`src/rtl/muldiv_unit.sv`:
```
// muldiv_unit: iterative MIPS HI/LO multiply/divide unit, 32 radix-2 steps on one shared adder.
// Define MULDIV_DIV_EN to build DIV/DIVU support; without it divides are ignored like unknown ops.
module muldiv_unit (
    input  logic        clk,
    input  logic        rst_n,
    input  logic        valid,
    input  logic [31:0] instruction,
    input  logic [31:0] regA,
    input  logic [31:0] regB,
    input  logic        flush,
    output logic        stall,
    output logic        busy,
    output logic        done,
    output logic [31:0] result,
    output logic [31:0] hi,
    output logic [31:0] lo
);

`ifdef MULDIV_DIV_EN
    typedef enum logic [2:0] {IDLE, MUL, DIV, FIX, DONE} state_t;
`else
    typedef enum logic [2:0] {IDLE, MUL, FIX, DONE} state_t;
`endif

    state_t      state_q, state_d;
    logic [31:0] hi_q, hi_d, lo_q, lo_d;
    logic [31:0] acc_q, acc_d, quo_q, quo_d, mcand_q, mcand_d;
    logic [4:0]  cnt_q, cnt_d;
    logic        neg_q, neg_d;

    logic        special;
    logic [5:0]  funct;
    logic        op_mult, op_multu, op_mul, op_mfhi, op_mthi, op_mflo, op_mtlo;
    logic        hilo_op, signed_op, a_neg, b_neg;
    logic [31:0] abs_a, abs_b;
    logic [31:0] mul_acc, mul_quo;
    logic [63:0] prod, prod_fix;
    logic        unused_bits;

    assign special     = (instruction[31:26] == 6'd0);
    assign funct       = instruction[5:0];
    assign unused_bits = ^instruction[25:6];
    assign op_mult     = special && (funct == 6'h18);
    assign op_multu    = special && (funct == 6'h19);
    assign op_mfhi     = special && (funct == 6'h10);
    assign op_mthi     = special && (funct == 6'h11);
    assign op_mflo     = special && (funct == 6'h12);
    assign op_mtlo     = special && (funct == 6'h13);
    assign op_mul      = op_mult || op_multu;

`ifdef MULDIV_DIV_EN
    logic        op_div, op_divu, op_dv;
    logic        rneg_q, rneg_d, div_q, div_d;
    logic [32:0] add_a, add_b;
    logic        add_c;
    logic [33:0] sum;
    logic        ge;
    logic [31:0] div_acc, div_quo, rem_fix, quo_fix;

    assign op_div    = special && (funct == 6'h1A);
    assign op_divu   = special && (funct == 6'h1B);
    assign op_dv     = op_div || op_divu;
    assign hilo_op   = op_mul || op_dv || op_mfhi || op_mthi || op_mflo || op_mtlo;
    assign signed_op = op_mult || op_div;

    // Shared adder: add for multiply steps, trial subtract (a - d via ~d + 1) for divide steps
    always_comb begin
        add_a = {1'b0, acc_q};
        add_b = {1'b0, mcand_q & {32{quo_q[0]}}};
        add_c = 1'b0;
        if (state_q == DIV) begin
            add_a = {acc_q, quo_q[31]};
            add_b = ~{1'b0, mcand_q};
            add_c = 1'b1;
        end
    end
    assign sum     = {1'b0, add_a} + {1'b0, add_b} + {33'd0, add_c};
    assign ge      = sum[33];
    assign div_acc = ge ? sum[31:0] : add_a[31:0];
    assign div_quo = {quo_q[30:0], ge};
    assign rem_fix = rneg_q ? (~acc_q + 32'd1) : acc_q;
    assign quo_fix = neg_q  ? (~quo_q + 32'd1) : quo_q;
`else
    logic [32:0] sum;

    assign hilo_op   = op_mul || op_mfhi || op_mthi || op_mflo || op_mtlo;
    assign signed_op = op_mult;
    assign sum       = {1'b0, acc_q} + {1'b0, mcand_q & {32{quo_q[0]}}};
`endif

    assign a_neg    = signed_op && regA[31];
    assign b_neg    = signed_op && regB[31];
    assign abs_a    = a_neg ? (~regA + 32'd1) : regA;
    assign abs_b    = b_neg ? (~regB + 32'd1) : regB;
    assign mul_acc  = sum[32:1];
    assign mul_quo  = {sum[0], quo_q[31:1]};
    assign prod     = {acc_q, quo_q};
    assign prod_fix = neg_q ? (~prod + 64'd1) : prod;

    always_comb begin
        state_d = state_q;
        hi_d    = hi_q;
        lo_d    = lo_q;
        acc_d   = acc_q;
        quo_d   = quo_q;
        mcand_d = mcand_q;
        cnt_d   = cnt_q;
        neg_d   = neg_q;
`ifdef MULDIV_DIV_EN
        rneg_d  = rneg_q;
        div_d   = div_q;
`endif
        busy    = 1'b0;
        done    = 1'b0;
        case (state_q)
            IDLE: begin
                if (valid && !flush) begin
                    if (op_mthi) hi_d = regA;
                    if (op_mtlo) lo_d = regA;
                    if (op_mul) begin
                        state_d = MUL;
                        acc_d   = '0;
                        quo_d   = abs_b;
                        mcand_d = abs_a;
                        cnt_d   = '0;
                        neg_d   = a_neg ^ b_neg;
`ifdef MULDIV_DIV_EN
                        div_d   = 1'b0;
`endif
                    end
`ifdef MULDIV_DIV_EN
                    // Divide by zero keeps the all-ones quotient unsigned; remainder sign still follows regA
                    if (op_dv) begin
                        state_d = DIV;
                        acc_d   = '0;
                        quo_d   = abs_a;
                        mcand_d = abs_b;
                        cnt_d   = '0;
                        neg_d   = (a_neg ^ b_neg) && (regB != '0);
                        rneg_d  = a_neg;
                        div_d   = 1'b1;
                    end
`endif
                end
            end
            MUL: begin
                busy = 1'b1;
                if (flush) begin
                    state_d = IDLE;
                end else begin
                    acc_d = mul_acc;
                    quo_d = mul_quo;
                    cnt_d = cnt_q + 5'd1;
                    if (cnt_q == 5'd31) state_d = FIX;
                end
            end
`ifdef MULDIV_DIV_EN
            DIV: begin
                busy = 1'b1;
                if (flush) begin
                    state_d = IDLE;
                end else begin
                    acc_d = div_acc;
                    quo_d = div_quo;
                    cnt_d = cnt_q + 5'd1;
                    if (cnt_q == 5'd31) state_d = FIX;
                end
            end
`endif
            FIX: begin
                busy = 1'b1;
                if (flush) begin
                    state_d = IDLE;
                end else begin
                    state_d = DONE;
`ifdef MULDIV_DIV_EN
                    if (div_q) {hi_d, lo_d} = {rem_fix, quo_fix};
                    else       {hi_d, lo_d} = prod_fix;
`else
                    {hi_d, lo_d} = prod_fix;
`endif
                end
            end
            DONE: begin
                done    = 1'b1;
                state_d = IDLE;
            end
            default: state_d = IDLE;
        endcase
    end

    always_ff @(posedge clk or negedge rst_n) begin
        if (!rst_n) begin
            state_q <= IDLE;
            hi_q    <= '0;
            lo_q    <= '0;
            acc_q   <= '0;
            quo_q   <= '0;
            mcand_q <= '0;
            cnt_q   <= '0;
            neg_q   <= 1'b0;
`ifdef MULDIV_DIV_EN
            rneg_q  <= 1'b0;
            div_q   <= 1'b0;
`endif
        end else begin
            state_q <= state_d;
            hi_q    <= hi_d;
            lo_q    <= lo_d;
            acc_q   <= acc_d;
            quo_q   <= quo_d;
            mcand_q <= mcand_d;
            cnt_q   <= cnt_d;
            neg_q   <= neg_d;
`ifdef MULDIV_DIV_EN
            rneg_q  <= rneg_d;
            div_q   <= div_d;
`endif
        end
    end

    assign stall  = valid && hilo_op && (state_q != IDLE);
    assign result = op_mfhi ? hi_q : (op_mflo ? lo_q : '0);
    assign hi     = hi_q;
    assign lo     = lo_q;

endmodule
```
`config.mk`:
```
export PLATFORM = sky130hd
export DESIGN_NAME = muldiv_unit
export DESIGN_NICKNAME = d
export VERILOG_FILES = /design/src/rtl/muldiv_unit.sv
export SDC_FILE = /design/constraint.sdc
export NUM_CORES = 1
export LEC_CHECK = 0
export ABC_AREA = 1
export CORE_UTILIZATION = 30
export DETAILED_ROUTE_END_ITERATION = 6
export GPL_TIMING_DRIVEN = 0
export HOLD_SLACK_MARGIN = 0.06
export PLACE_DENSITY = 0.61
export SLEW_MARGIN = 15
export SYNTH_ARGS = -nofsm -noshare
export SYNTH_HDL_FRONTEND = slang
export SYNTH_SLANG_ARGS = --single-unit
```
`constraint.sdc`:
```
create_clock -name clk -period 3.3 [get_ports clk]
set_input_delay 0.825 -clock clk [delete_from_list [all_inputs] [get_ports clk]]
set_output_delay 0.825 -clock clk [all_outputs]
set_load 0.02 [all_outputs]
```
# Word level (Yosys, flattened, before mapping)
# Cells that the tools add are included.
# totals
regBits	169
in_bits	100
output_inout_bits	99
elab_cells	96
# op_classes
addsub	5
eq_ne	17
n_mux	33
n_bitwise	5
n_reduce_logical	28
# op_table
cell	count
$mux W32	16
$pmux W32 S2	4
$add A32 B1 Y32 const B	2
$add A64 B1 Y64 const B	1
$mux W64	1
$not A32 Y32	2
$not A64 Y64	1
$eq A6 B5 Y1 const B	6
$add A32 B32 Y33	1
$and A32 B32 Y32	1
$mux W5	3
$mux W3	4
$ne A2 B2 Y1 const B	6
$reduce_and A4 Y1	3
$logic_and A1 B1 Y1	11
$pmux W5 S2	1
$pmux W3 S3	1
$eq A3 B2 Y1 const B	2
$logic_not A6 Y1	1
$reduce_and A3 Y1	2
$add A5 B1 Y5 const B	1
$eq A5 B5 Y1 const B	1
$logic_or A1 B1 Y1	5
$reduce_bool A2 Y1	2
9 further kinds	10

# Depth between registers and ports, before layout
# Gate-level depths: netlist of the first run.
# logic_depth
word_depth	9
ltp_mapped	19
ltp_nobuf	17

# Least setup slack after synthesis of the first run
# OpenSTA, ideal clock, no wires.
# synth_timing
path_type	input-to-output
from	input port instruction[4]
to	output port stall
arrival_ps	2207
t_required_ps	2475
slack_ps	268
path_stages	4
n_path_buf	0
path_cell_list	inv_1 nor2_2 nand2_1 a2111oi_0
# synth_via
elab_chain_len	9
elab_cells_between_ends	19
cone_classes	eq/ne: 6; reduce/logical: 13
# synth_rtl
element	line	rtl
start: declaration	7	input logic [31:0] instruction,
$eq A6 B5 Y1, on equally long branches	43, 44	
$logic_and A1 B1 Y1, on equally long branches	43, 44	
$logic_or A1 B1 Y1	49	assign op_mul = op_mult || op_multu;
$logic_or A1 B1 Y1 (3 in a row)	86	assign hilo_op = op_mul || op_mfhi || op_mthi || op_mflo || op_mtlo;
$logic_or A1 B1 Y1 (*)	86	
$logic_and A1 B1 Y1 (*) (2 in a row)	222	assign stall = valid && hilo_op && (state_q != IDLE);
end: declaration	11	output logic stall,
# Every way passes the cells marked *; elsewhere a longest branch is shown, timed or not.

# Worst setup path in the final report of the first run
# layout_timing
from	input port instruction[4]
to	output port result[15]
# layout_via
elab_chain_len	4
elab_cells_between_ends	6
cone_classes	eq/ne: 2; mux: 2; reduce/logical: 2
# layout_rtl
element	line	rtl
$eq A6 B5 Y1	47	assign op_mflo = special && (funct == 6'h12);
$logic_and A1 B1 Y1	47	
$mux W32	223	assign result = op_mfhi ? hi_q : (op_mflo ? lo_q : '0);
$mux W32 (*)	223	
end: declaration	14	output logic [31:0] result,
# Marks and branches as above.

==> summary.md, run 1 <==
| Metric | Value |
|---|---|
| DP Cell Count | 3140 |
| Die Height | 220 um |
| Yosys top cell area share | 0.295 |
| Via Count | 16643 |
| Io pins | 199 |
| Slew margin rel. | 0.493 |
| Layout cells sized above 1 | 0.0670 |
| Critical path endpoint category | output port |
| CTS Buf Count | 17 |
| Initial antenna violation count | 0 |
| Site row count | 79 |
| Area leader, netlist | dfrtp_1 |
| Worst-path maximum fanout | 10 |
| Total GRT Usage | 0.270 |
| Util after Layout | 0.374 |
| Synthesized area | 14300 um^2 |
| Ant. Diodes | 0 |
| Main synth FF type | dfrtp_1 |
| Top cells by count, synth | 702 x nand2_1, 374 x nor2_1, 302 x inv_1, 211 x nand3_1, 168 x dfrtp_1 |
| Number of global-route vias before repair | between 15000 and 20000 |
| VDD IR-drop max | 370 uV |
| Syn. warnings | 0 |
| DRT Pass-1 Iters | 7 |
| Wirelength per Cell | 20.6 um |
| Top-count cell post-synth | nand2_1 |
| Post-Syn Instances | 2354 |
| Clock transition at path regs | 0.07 ns |
| Number of synthesized flops with an enable pin | 0 |
| RSZ-0062 raised after global routing | yes |
| R2r startpoint | quo_q[0] |
| Worst r2r dst | acc_q[31] |
| Root buf cell | clkbuf_16 |
| Critical Path Source | instruction[4] |
| DR vias/cell | about 5.2 |
| Core area | 46800 um^2 |
| Final Wtd Congestion | 1.02 |
| # setup viols final | 0 |
| Routed WL | 65.4 mm |
| Startpoint types | primary input |
| P_leak | approximately 8.7 nW |
| R2r setup slk | 0.34 ns |
| Power Density | 700 nW/um^2 |
| First-pass GRT wire length | between 90 and 100 mm |
| Area Overhead vs Synth | 22.6% |
| Clk buf depth | 2 |
| Status | complete, but fails checks |
| Max Freq | ~300 MHz |
| Min Tclk post-route | 3.29 ns |
| H-tree levels | 4 |
| Async S/R FF share, synth | 1.00 |
| DPL Wire Length | 54.1 mm |
| Die area | 48400 um^2 |
| Final #Nets | around 2700 |
| Slew Limit Fails | 0 |
| CTS tree | yes |
| Post-route DRC | 49 |
| Final hold vios | 0 |
| Crit Path Class | primary input to output port |
| Clock skew | 0.0153 ns |
| Final std cells w/o fill | around 3200 |
| Detail Route Antenna Nets | 0 |
| Worst Setup EP | result[15] |
| Seq cells post-synth | 168 |
| Port bufs | 178 |
| Starting Density | 0.305 |
| Worst r2r path cells | 17 |
| Hold Path Class | primary input to asynchronous set/reset pin |
| Post-synth cell types | 43 |
| GR Overflow Total | 0 |
| Top post-synthesis cells by area | dfrtp_1 29%, nand2_1 18%, nor2_1 9.8%, inv_1 8.0%, nand3_1 7.4% |
| Critical Path AT | 2.47 ns |
| CP required | 2.47 ns |
| CTS Sinks | 168 |
| Slew @ Worst Pin | about 0.76 ns |
| Post-synthesis sequential area ratio | 0.295 |
| # Max-Cap Violations | 0 |
| Worst-Skew Late Latency | 0.47 ns |
| Syn_area_per_cell | 6.06 um^2 |
| DIE WIDTH | 220 um |
| Total power draw | 12.2 mW |
| Tcrit/Tclk final | 0.997 |
| Violations in the final reports | design-rule violations |
| Largest net degree at the start of global routing | 87 |
| Synthesized net count | around 2500 |
| Initial drt markers | 1833 |
[flip-flops by register name, summed over array words and instances (netlist names)]
name / cells
neg_q: 1
hi: 32
acc_q: 32
quo_q: 32
cnt_q: 5
lo: 32
state_q: 2
mcand_q: 32
[power breakdown]
group          switching, mW  internal (mW)  total (mW)  leakage [nW]
logic                   4.32           2.16        6.48          6.26
clock network          0.950           1.20        2.15         0.297
registers              0.873           2.72        3.60          2.12
[critical path, stage by stage]
cell	delay [ns]
clkdlybuf4s50_1	0.46
inv_1	0.07
nor2_4	0.12
nand2_2	0.09
nor2_4	0.19
nand3_4	0.14
clkbuf_8	0.20
o22ai_4	0.21
buf_6	0.16
[area by class of cell]
cell class	instances	area, um^2
Clock inverter	14	173
Timing Repair Buffer	182	1730
Buffer	70	378
Multi-Input combinational cell	1805	8640
Fill cell	5068	29300
Sequential cell	168	4200
Clock buffer	18	429
Tap cell	607	759
Inverter	310	1160
[logic make-up (layout without fill, tap and decap cells)]
| group | count (synthesis) | in the layout | share of synthesized area |
|---|---|---|---|
| AO/OA/AOI/OAI | 339 | 339 | 0.135 |
| XOR/XNOR | 33 | 33 | 0.0203 |
| adder cells (fa/ha/maj) | 42 | 42 | 0.0374 |
| buffers and inverters | 381 | 594 | 0.105 |
| flip-flops | 168 | 168 | 0.295 |
| AND/OR/NAND/NOR | 1391 | 1391 | 0.408 |
[routing by layer]
layer	vias to the layer above	share of wire	global-route usage
li1	7948	-	-
met1	7929	0.45	0.367
met2	686	0.46	0.446
met3	80	0.064	0.0322
met4	0	0.025	0.0811
met5	-	0	0
[worst min-delay path by stage]
stage / depth (start not counted) / from / slack (ns) / to
after detailed placement: 2 / mcand_q[23] / 0.47 / mcand_q[23]
after global placement: 2 / mcand_q[24] / 0.47 / mcand_q[24]
final: 1 / rst_n / 0.35 / lo[30]
after CTS: 1 / rst_n / 0.38 / lo[30]
after global routing: 1 / rst_n / 0.39 / lo[30]
after floorplan: 2 / mcand_q[26] / 0.45 / mcand_q[26]
[layout by cell type (no fill, tap or decap), types with 41 or more instances in the layout]
cell | Yosys | final
inv_1 | 302 | 302
ha_1 | 41 | 41
clkdlybuf4s50_1 | 0 | 144
dfrtp_1 | 168 | 168
nor2_1 | 374 | 373
a21oi_1 | 105 | 105
nand2_1 | 702 | 701
buf_2 | 31 | 42
o21ai_0 | 120 | 119
nand3_1 | 211 | 209
[repair_timing]
action | in CTS | in global routing
pin swaps | 3 | 1
setup buffers | 2 | 1
resized for setup | 162 | 19
hold buffers | 0 | 0
setup endpoints to repair | 42 | 37
[per-stage QoR]
step           hold WS [ns]  cell area [um^2]  setup TNS [ns]  setup WS, ns
2_1_floorplan         0.449             14300               0         0.268
3_3_place_gp          0.468             16800        -1010.01         -5.89
3_5_place_dp          0.471             16800          -24.94        -0.980
4_1_cts               0.377             17400               0       0.00250
5_1_grt               0.386             17500          -0.624       -0.0514
6_report              0.348             17500               0       0.00839
Power figures use the tool's default switching activity.
==> inputs of run 2 (changes only) <==
--- a/config.mk
+++ b/config.mk
@@ -9,2 +9,3 @@
 export CORE_UTILIZATION = 30
+export CTS_CLUSTER_DIAMETER = 60
 export DETAILED_ROUTE_END_ITERATION = 6
--- a/constraint.sdc
+++ b/constraint.sdc
@@ -3,2 +3,2 @@
 set_output_delay 0.825 -clock clk [all_outputs]
-set_load 0.02 [all_outputs]
+set_load 0.05 [all_outputs]
==> run 2 against run 1 <==
- the flow still finishes with violations (design-rule violations)
- worst setup slack improved by 0.042 ns
- register-to-register slack got worse by 0.06 ns
- clock-buffer cell count unchanged
- sequential share of layout area decreased by 0.19 points
- cell area increased by 0.79%
- critical endpoint is now stall
- largest cell class unchanged
- highest routed layer unchanged
==> summary.md, run 2 (synthesized netlist as in run 1, its figures left out) <==
| Metric | Value |
|---|---|
| Initial drt markers | roughly 1800 |
| Area Overhead vs Synth | 23.6% |
| DP Cell Count | 3140 |
| CTS Buf Count | 17 |
| R2r startpoint | quo_q[0] |
| Area post-placement | 16800 um^2 |
| Most common cell after layout, fill and taps aside | nand2_1 |
| Via Count | 16607 |
| Startpoint types | primary input |
| Root buf cell | clkbuf_16 |
| Largest net degree at the start of global routing | just over 90 |
| Slew Limit Fails | 0 |
| DIE WIDTH | about 220 um |
| DRT Pass-1 Iters | 7 |
| Crit Path Class | primary input to output port |
| Final Wtd Congestion | 0.967 |
| Port bufs | 178 |
| CTS tree | yes |
| GR Overflow Total | 0 |
| Clock skew | 0.0103 ns |
| Max Freq | slightly above 300 MHz |
| Starting Density | 0.305 |
| Die area | between 40000 and 50000 um^2 |
| Tcrit/Tclk final | 0.985 |
| CTS Sinks | between 150 and 200 |
| Core area | about 47000 um^2 |
| Worst r2r dst | acc_q[21] |
| Worst r2r path cells | 18 |
| FILL cells | 5093 |
| Critical path endpoint category | output port |
| Initial antenna violation count | 0 |
| Total GRT Usage | 0.266 |
| DR vias/cell | 5.23 |
| Design Area, Final | 17600 um^2 |
| Cts hold-fix bufs | 0 |
| Routed WL | between 60 and 70 mm |
| Final std cells w/o fill | 3176 |
| Die Height | roughly 220 um |
| CP required | 2.47 ns |
| Number of global-route vias before repair | 15290 |
| Slew margin rel. | 0.496 |
| Detail Route Antenna Nets | 0 |
| Clock transition at path regs | 0.07 ns |
| Site row count | between 70 and 80 |
| Clk buf depth | 2 |
| Final hold vios | 0 |
| Most frequent cells in the layout | 701 x nand2_1, 373 x nor2_1, 301 x inv_1 |
| Ant. Diodes | 0 |
| Min Tclk post-route | 3.25 ns |
| P_leak | 8.79 nW |
| Worst-Skew Late Latency | about 0.47 ns |
| Post-route DRC | 48 |
| Final #Nets | 2698 |
| H-tree levels | 4 |
| # setup viols final | 0 |
| VDD IR-drop max | 386 uV |
| DPL Wire Length | approximately 54 mm |
| Critical Path AT | 2.43 ns |
| Power Density | 750 nW/um^2 |
| Status | complete, but fails checks |
| R2r setup slk | 0.28 ns |
| First-pass GRT wire length | 94.8 mm |
| Violations in the final reports | design-rule violations |
| Io pins | between 150 and 200 |
| Wirelength per Cell | 20.5 um |
| Worst-path maximum fanout | 4 |
| Layout cells sized above 1 | 0.0689 |
| # Max-Cap Violations | 0 |
| Hold Path Class | primary input to asynchronous set/reset pin |
| Slew @ Worst Pin | 0.756 ns |
-- run 2: cell count changes in the layout (fill, tap and decap cells not counted), moves of 3 or more --
cell,delta
clkdlybuf4s50_1,-10
inv_6,+3
buf_4,+8
clkinv_2,-4
dlymetal6s2s_1,+10
buf_2,-8
-- run 2: metal layers --
layer  vias up  track usage  wire length, um
met4         0        0.122             2820
li1       7951            -                -
met5         -            0                0
met3       107       0.0302             4500
met2       702        0.427            29100
met1      7847        0.356            28600
-- run 2: repair_timing --
item | in CTS | in global routing
setup buffers | 3 | 1
setup endpoints to repair | 41 | 37
cloned | 0 | 1
gates resized for setup | 220 | 22
pin swaps | 1 | 4
-- run 2: worst max path at each step --
stage	start	to	slack, ns
2_1_floorplan	instruction[29]	result[10]	0.07
3_3_place_gp	rst_n	quo_q[10]	-5.86
3_5_place_dp	instruction[4]	result[15]	-1.27
4_1_cts	instruction[4]	result[15]	-0.03
5_1_grt	instruction[1]	stall	-0.0002
6_report	instruction[1]	stall	0.05
-- run 2: worst max-delay path: stages --
cell and delay [ns]:
clkdlybuf4s50_1 0.49, inv_1 0.20, nand3_1 0.16, a2111oi_2 0.33
clkdlybuf4s18_2 0.42
-- run 2: per-stage QoR --
stage                     hold slack [ns]   TNS [ns]  setup WS (ns)  total power [mW]  utilization
after floorplan                     0.449          0         0.0685              8.06            -
after global placement              0.470   -1011.67          -5.86              10.7        0.359
after detailed placement            0.471     -32.64          -1.27              10.8        0.360
after CTS                           0.364    -0.0608        -0.0275              13.1        0.375
after global routing                0.381  -0.000179      -0.000179              13.9        0.377
final                               0.324          0         0.0499              13.2        0.377
-- run 2: cell type report --
class                   instances  area, um^2  area share
plain buffers                  70         384      0.0218
repair buffers                184        1820       0.103
well taps                     607         759      0.0431
inverters                     310        1160      0.0661
multi-input cells            1805        8650       0.491
clock inverters                14         208      0.0118
flip-flops and latches        168        4200       0.239
clock buffers                  18         429      0.0244
-- run 2: power by group --
part           switching (mW)  leakage (nW)  total [mW]  internal, mW
Combinational            5.20          6.37        7.35          2.16
Clock                   0.969         0.305        2.26          1.29
Sequential              0.874          2.12        3.60          2.72
Total                    7.04          8.79        13.2          6.17
==> inputs of run 3 (changes only) <==
- TNS_END_PERCENT: unset -> 50
==> run 3 against run 2 <==
- the flow still finishes with violations (design-rule violations)
- critical path depth stayed put
- via count decreased by 0.45%
- clock-buffer cell count unchanged
- sequential share of layout area is essentially flat
- utilization about the same
- worst setup slack about the same
- critical endpoint unchanged
- total power decreased by 0.11%
- sequential power about the same
- worst hold slack improved by 0.015 ns
- flip-flop and latch count unchanged
- cell area hardly changed
==> summary.md, run 3 (synthesized netlist as in run 1, its figures left out) <==
| Metric | Value |
|---|---|
| Io pins | about 200 |
| DIE WIDTH | 220 um |
| Total power draw | 13.2 mW |
| Port bufs | 178 |
| CP required | 2.47 ns |
| Critical path endpoint category | output port |
| Clock transition at path regs | 0.07 ns |
| Worst-Skew Late Latency | 0.47 ns |
| VDD IR-drop max | between 300 and 400 uV |
| Min Tclk post-route | ~3.3 ns |
| CTS Sinks | 168 |
| Final #Nets | about 2700 |
| Wirelength per Cell | 20.4 um |
| Power Density | 748 nW/um^2 |
| Number of global-route vias before repair | 15289 |
| Hold WS | 0.338 ns |
| Violations in the final reports | design-rule violations |
| Setup TNS | 0 ns |
| Hold Path Class | primary input to asynchronous set/reset pin |
| Slew margin rel. | 0.496 |
| Initial antenna violation count | 0 |
| Status | complete, but fails checks |
| DPL Wire Length | 54.1 mm |
| DRT Pass-1 Iters | 7 |
| # Max-Cap Violations | 0 |
| Root buf cell | clkbuf_16 |
| Area Overhead vs Synth | 23.7% |
| Cts hold-fix bufs | 0 |
| Detail Route Antenna Nets | 0 |
| Max Freq | 308 MHz |
| Initial drt markers | about 1900 |
| Die Height | approximately 220 um |
| Most common cell after layout, fill and taps aside | nand2_1 |
| Critical Path AT | 2.43 ns |
| Worst-path maximum fanout | 4 |
| Via Count | 16532 |
| Slew Limit Fails | 0 |
| Die area | 48400 um^2 |
| Routed WL | 64.8 mm |
| Clk buf depth | 2 |
| Slew @ Worst Pin | 0.757 ns |
| Most frequent cells in the layout | 701 x nand2_1, 373 x nor2_1, 301 x inv_1 |
| H-tree levels | 4 |
| Final hold vios | 0 |
| Post-route DRC | 48 |
| Clock skew | 0.0109 ns |
| Layout cells sized above 1 | 0.0696 |
| Core area | 46800 um^2 |
| Crit Path Class | primary input to output port |
| Site row count | slightly below 80 |
| DR vias/cell | 5.20 |
| Starting Density | 0.305 |
| Ant. Diodes | 0 |
| GR Overflow Total | 0 |
| Startpoint types | primary input |
| Worst setup margin | 0.0498 ns |
| Largest net degree at the start of global routing | 92 |
| Worst slack, placed | -1.27 ns |
| Tcrit/Tclk final | 0.985 |
| Total GRT Usage | 0.266 |
| CTS tree | yes |
| First-pass GRT wire length | between 90 and 100 mm |
| # setup viols final | 0 |
| Final Wtd Congestion | 0.967 |
| P_leak | 8.80 nW |
| CTS Buf Count | 17 |
==> run 3: final timing paths <==
path                                 from           to  slack (ns)  depth (start not counted)
setup / recovery           instruction[1]        stall        0.05                          5
hold / removal                      rst_n       lo[30]        0.34                          1
setup reg to reg                 quo_q[0]    acc_q[21]        0.26                         19
hold reg to reg               mcand_q[23]  mcand_q[23]        0.49                          2
max in group asynchronous           rst_n    quo_q[12]        2.06                          2
min in group clk              mcand_q[23]  mcand_q[23]        0.49                          2
==> run 3: what timing repair did <==
item	4_1_cts	5_1_grt
cloned	0	1
endpoints found under the setup margin	41	39
resized for setup	221	25
buffers inserted	3	1
pin swaps	1	4
==> run 3: report_power, final <==
| group | switching (mW) | leakage (nW) | internal (mW) |
|---|---|---|---|
| combinational | 5.18 | 6.38 | 2.16 |
| sequential | 0.866 | 2.12 | 2.72 |
| clock | 0.969 | 0.305 | 1.29 |
==> run 3: final cells by class <==
type | count | area, um^2
Fill cell | 5092 | 29100
Multi-Input combinational cell | 1805 | 8650
Sequential cell | 168 | 4200
Timing Repair Buffer | 184 | 1820
Inverter | 310 | 1160
Tap cell | 607 | 759
Clock buffer | 18 | 429
Buffer | 71 | 392
Clock inverter | 14 | 208
==> run 3: worst max-delay path, cell delays in order <==
cell and delay [ns]:
clkdlybuf4s50_1 0.49, inv_1 0.20, nand3_1 0.16, a2111oi_2 0.33
clkdlybuf4s18_2 0.42
==> run 3: metal layers <==
layer / routed length [um] / track usage
met5: 0 / 0
met4: 2900 / 0.122
met3: 4490 / 0.0302
met2: 29100 / 0.427
met1: 28400 / 0.356
==> run 3: through the flow <==
stage | instances | area [um^2] | utilization
final | 3177 | 17600 | 0.377
after floorplan | 2354 | 14300 | -
after global routing | 3177 | 17600 | 0.377
after detailed placement | 3140 | 16800 | 0.360
after global placement | 3139 | 16800 | 0.359
after CTS | 3175 | 17500 | 0.375
